===== src/rtl/multi_blink_ctrl.sv =====
// Multi-channel LED blink controller: N independent channels (off/on/blink/one-shot)
// sharing one prescaler tick, configured through a single-channel write port.
module multi_blink_ctrl #(
    parameter int N        = 4,
    parameter int W        = 26,
    parameter int PRESCALE = 1,
    parameter int CH_W     = 2
) (
    input  logic            clk,
    input  logic            reset,
    input  logic            wr_en,
    input  logic [CH_W-1:0] wr_ch,
    input  logic [1:0]      wr_mode,
    input  logic [W-1:0]    wr_period,
    output logic [N-1:0]    light,
    output logic [N-1:0]    done,
    output logic [N-1:0]    busy
);

    typedef enum logic [1:0] {
        MODE_OFF     = 2'b00,
        MODE_ON      = 2'b01,
        MODE_BLINK   = 2'b10,
        MODE_ONESHOT = 2'b11
    } mode_t;

    localparam int PS_W = (PRESCALE > 1) ? $clog2(PRESCALE) : 1;

    logic [PS_W-1:0] ps_q, ps_d;
    logic            tick;

    mode_t           mode_q   [N];
    mode_t           mode_d   [N];
    logic [W-1:0]    count_q  [N];
    logic [W-1:0]    count_d  [N];
    logic [W-1:0]    period_q [N];
    logic [W-1:0]    period_d [N];
    logic [N-1:0]    light_q, light_d;
    logic [N-1:0]    done_q, done_d;
    logic [N-1:0]    busy_q, busy_d;

    always_comb begin
        tick = (ps_q == PS_W'(PRESCALE - 1));
        ps_d = tick ? '0 : ps_q + 1'b1;

        for (int unsigned i = 0; i < N; i++) begin
            mode_d[i]   = mode_q[i];
            count_d[i]  = count_q[i];
            period_d[i] = period_q[i];
            light_d[i]  = light_q[i];
            done_d[i]   = 1'b0;

            // Decoding by equality means an out-of-range wr_ch hits no channel;
            // a write also swallows a coincident tick on its own channel.
            if (wr_en && (wr_ch == CH_W'(i))) begin
                mode_d[i]   = mode_t'(wr_mode);
                period_d[i] = wr_period;
                count_d[i]  = '0;
                case (mode_t'(wr_mode))
                    MODE_ON, MODE_ONESHOT: light_d[i] = 1'b1;
                    default:               light_d[i] = 1'b0;
                endcase
            end else if (tick) begin
                case (mode_q[i])
                    MODE_BLINK: begin
                        if (count_q[i] == period_q[i]) begin
                            light_d[i] = ~light_q[i];
                            count_d[i] = '0;
                        end else begin
                            count_d[i] = count_q[i] + 1'b1;
                        end
                    end
                    MODE_ONESHOT: begin
                        if (count_q[i] == period_q[i]) begin
                            light_d[i] = 1'b0;
                            mode_d[i]  = MODE_OFF;
                            count_d[i] = '0;
                            done_d[i]  = 1'b1;
                        end else begin
                            count_d[i] = count_q[i] + 1'b1;
                        end
                    end
                    default: count_d[i] = '0;
                endcase
            end

            busy_d[i] = (mode_d[i] == MODE_BLINK) || (mode_d[i] == MODE_ONESHOT);
        end
    end

    always_ff @(posedge clk) begin
        if (reset) begin
            ps_q    <= '0;
            light_q <= '0;
            done_q  <= '0;
            busy_q  <= '0;
            for (int unsigned i = 0; i < N; i++) begin
                mode_q[i]   <= MODE_OFF;
                count_q[i]  <= '0;
                period_q[i] <= '0;
            end
        end else begin
            ps_q    <= ps_d;
            light_q <= light_d;
            done_q  <= done_d;
            busy_q  <= busy_d;
            for (int unsigned i = 0; i < N; i++) begin
                mode_q[i]   <= mode_d[i];
                count_q[i]  <= count_d[i];
                period_q[i] <= period_d[i];
            end
        end
    end

    assign light = light_q;
    assign done  = done_q;
    assign busy  = busy_q;

endmodule

===== config.mk =====
export PLATFORM = sky130hd
export DESIGN_NAME = multi_blink_ctrl
export DESIGN_NICKNAME = d
export VERILOG_FILES = /design/src/rtl/multi_blink_ctrl.sv
export SDC_FILE = /design/constraint.sdc
export NUM_CORES = 1
export LEC_CHECK = 0
export BUFFER_PORTS_ARGS = -buffer_cell sky130_fd_sc_hd__clkbuf_2
export CORE_MARGIN = 2
export CORE_UTILIZATION = 50
export CTS_CLUSTER_SIZE = 14
export DETAILED_ROUTE_END_ITERATION = 8
export PLACE_DENSITY = 0.72
export SLEW_MARGIN = 20
export SYNTH_ARGS = -nofsm -noshare
export SYNTH_HDL_FRONTEND = slang
export SYNTH_SLANG_ARGS = --single-unit

===== constraint.sdc =====
create_clock -name clk -period 2.45 [get_ports clk]
set_input_delay 0.1225 -clock clk [delete_from_list [all_inputs] [get_ports clk]]
set_output_delay 0.1225 -clock clk [all_outputs]
set_load 0.05 [all_outputs]

==> reports/qor.csv <==
metric,value,unit
result of the run,"finished, final reports clean",
average via count per standard cell,5.72,
Max-Slew Margin vs Limit,42.2,%
Die Footprint,22400,um2
starting density of the core,50.7,%
"EDFF count, synth",0,
routed via count,9624,
Tot Pwr,8.09,mW
routed wire length,29.3,mm
total number of H-tree levels,1,
cell at the root of the clock tree,clkbuf_16,
number of buffers added by the clock tree synthesis step,24,
total count of max-transition violations in the final report,0,
global-route usage over all layers,26.0,%
clock tree from TritonCTS,yes,
Die Span Y,150,um
power per cell area,661,nW/um2
sequential fraction of the synthesis area,43.1,%
area of the placeable core,21000,um2
Crit. End Element,flop,
maximum frequency from static timing analysis,454,MHz
share of power burned in registers,47.6,%
cell area after layout,12200,um2
slack of the critical path,0.247,ns
unrepaired setup endpoints after global routing,no,
number of inserted filler cells in the final layout,1945,
Syn-to-layout area delta,15.1,%
adder and majority gate portion of the synthesized area,0.471,%
number of buffers between clock root and the deepest sink,3,
"Hold Violations, Final",0,
number of flip-flops and latches in the synthesized netlist,229,
drc violations,0,
switching power of the nets,1.91,mW
pre-CTS worst setup slack,0.291,ns
measured slew at the worst slew-check pin,0.864,ns
die outline width,150,um
Post-Syn Nets,1375,
first-pass GRT wire length,46.1,mm
DP HPWL,20.4,mm
Pint,6.19,mW
share of power burned in the clock network,45.0,%
leakage dissipation,4.13,nW
launching element type of the critical path,flop,
antenna cells,0,
maximum ir drop on the vdd rail,555,uV
final weighted congestion in routability-driven placement,0.914,
Syn Area/Cell,7.94,um2
Netlist Area Pre-Place,10600,um2
shortest clock period the worst path allows after layout,2.20,ns
DRT Pass-1 Iters,5,
clock transition at the register clock pins on the worst setup and hold paths after CTS,0.06,ns
dominant register cell in the synthesized netlist,dfxtp_1,
Post-DP Area,11200,um2
number of buffer cells added on primary ports,44,
required arrival time at the worst endpoint,2.86,ns
Clock Latency Late Sink,0.52,ns
cells after synthesis,1338,
detailed router's first-iteration violation count,761,
library cells used by synthesis,60,
"critical path fanouts, max",10,
total negative slack for setup checks,0,ns
number of max-capacitance violations reported,0,
net count reported at finish,1431,
area fraction in compound gates after synthesis,14.1,%
remaining number of nets flagged by the antenna check after routing,0,
proportion of synthesized flip-flops having asynchronous set or reset,0,%
number of global-route vias before repair,8812,
Boundary Pins,45,
maximum number of pins on one net before global-route repair,47,
total congestion overflow after global routing,0,
fraction of final layout cells sized beyond drive strength 1,9.09,%
Worst Hold Margin,0.0239,ns
detailed-route wire length per cell,17.4,um
Crit Path Class,flop to flop,
portion of total power attributed to combinational logic,7.4,%
Post-CTS Resized,0,
largest family of logic cells by synthesized area,simple AND/OR/NAND/NOR gates,
endpoints failing setup,0,
"share of synthesized cell area in and, or, nand and nor gates",26.0,%
Synth Area in XOR/XNOR,11.8,%
share of synthesized area spent on multiplexers,1.13,%
worst hold-check path type,primary input to flop,
share of the clock period used by the worst path,89.9,%
clock sink count,229,
switching power share of the total,23.6,%
Crit path arrival time,2.62,ns
antenna violations before repair,0,
Worst Skew,0.00942,ns
row count,53,
warnings from Yosys,0,
## cell families (layout without fill, tap and decap cells)
group                      count (synthesis)  after routing
AOI/OAI and AO/OA                        253            253
xor gates and xnor gates                 143            143
adders and majority gates                  4              4
buffers and inverters                     90            160
DFF                                      229            229
muxes                                     12             12
other                                      1              1
and+or+nand+nor                          606            606
## through the flow
stage               util [%]  std cells
CTS                     58.4       1683
floorplan                  -       1338
global placement        53.4       1616
detailed placement      53.4       1616
global route            58.4       1683
finish                  58.4       1683
## power groups by stage
stage / registers (mW) / clock network, mW / logic [mW]
floorplan: 3.93 / 0 / 0.334
global placement: 3.93 / 0 / 0.537
detailed placement: 3.93 / 0 / 0.547
CTS: 3.85 / 3.69 / 0.583
global route: 3.86 / 3.84 / 0.644
finish: 3.85 / 3.64 / 0.597
## flip-flops by register name, summed over array words and instances, names as in the netlist
signal,cells
ps_q,1
done,4
count_q,104
busy,4
period_q,104
mode_q,8
light,4
## synthesized netlist by cell type (all sizes together), types with 4 or more instances
cell type / count / share of area, %
a211oi: 6 / 0.42
a21o: 5 / 0.35
a21oi: 141 / 6.6
a22o: 10 / 0.82
a31oi: 5 / 0.29
and2: 9 / 0.54
and3: 19 / 1.2
and4: 4 / 0.34
buf: 7 / 0.31
clkbuf: 67 / 2.4
dfxtp: 229 / 43
ha: 4 / 0.47
inv: 16 / 0.57
mux2i: 12 / 1.1
nand2: 319 / 11
nand2b: 7 / 0.41
nand3: 70 / 3.3
nand4: 44 / 2.6
nor2: 76 / 2.7
nor2b: 7 / 0.41
nor3: 19 / 0.94
nor4: 9 / 0.73
o211ai: 7 / 0.49
o21a: 4 / 0.28
o21ai: 35 / 1.6
o22ai: 5 / 0.29
o311ai: 15 / 1.2
o41ai: 4 / 0.33
or2: 5 / 0.32
or3: 4 / 0.24
xnor2: 122 / 10
xor2: 21 / 1.7
## final timing paths
check	from	endpoint	slack, ns	depth (start not counted)
worst min-delay path	reset	period_q[1][16]	0.02	2
worst min register to register	period_q[0][8]	period_q[0][8]	0.47	2
worst max register to register	count_q[1][23]	count_q[1][16]	0.25	6
worst max-delay path	count_q[1][23]	count_q[1][16]	0.25	6
## per-layer routing
metal  GRT usage (%)  vias up  routed length [um]
met5               0        -                   0
met4            8.16        0                 845
met3            3.90       63                1990
met2            43.2      336               13900
met1            34.8     4527               12600
li1                -     4698                   -
## cell type report
cell class | instances | area, um2 | area share, %
Tap cell | 275 | 344 | 2.81
Sequential cell | 229 | 4580 | 37.5
Clock inverter | 6 | 80.1 | 0.654
Clock buffer | 34 | 699 | 5.71
Timing Repair Buffer | 104 | 766 | 6.26
Multi-Input combinational cell | 1019 | 5710 | 46.6
Inverter | 16 | 60.1 | 0.491
## worst max-delay path, stage by stage (launching register included)
cell	delay, ns
dfxtp_1	0.44
xnor2_1	0.15
nand4_1	0.17
nor4_4	0.49
a21oi_1	0.38
a21o_1	0.26
a22o_1	0.21
## cells in the final DEF (no fill, tap or decap), drive strengths merged, types with 6 or more instances in the layout
master | Yosys | final
nand2 | 319 | 319
dfxtp | 229 | 229
a21oi | 141 | 141
xnor2 | 122 | 122
clkbuf | 67 | 77
nor2 | 76 | 76
nand3 | 70 | 70
nand4 | 44 | 44
o21ai | 35 | 35
buf | 7 | 34
dlygate4sd3 | 0 | 27
xor2 | 21 | 21
nor3 | 19 | 19
and3 | 19 | 19
inv | 16 | 16
o311ai | 15 | 15
mux2i | 12 | 12
a22o | 10 | 10
and2 | 9 | 9
nor4 | 9 | 9
nand2b | 7 | 7
o211ai | 7 | 7
nor2b | 7 | 7
a211oi | 6 | 6
## what timing repair did
item,CTS,global route
hold endpoints to repair,101,0
buffers inserted,0,0
hold buffers,27,0
Note: power is estimated with default switching activity, not from simulation.
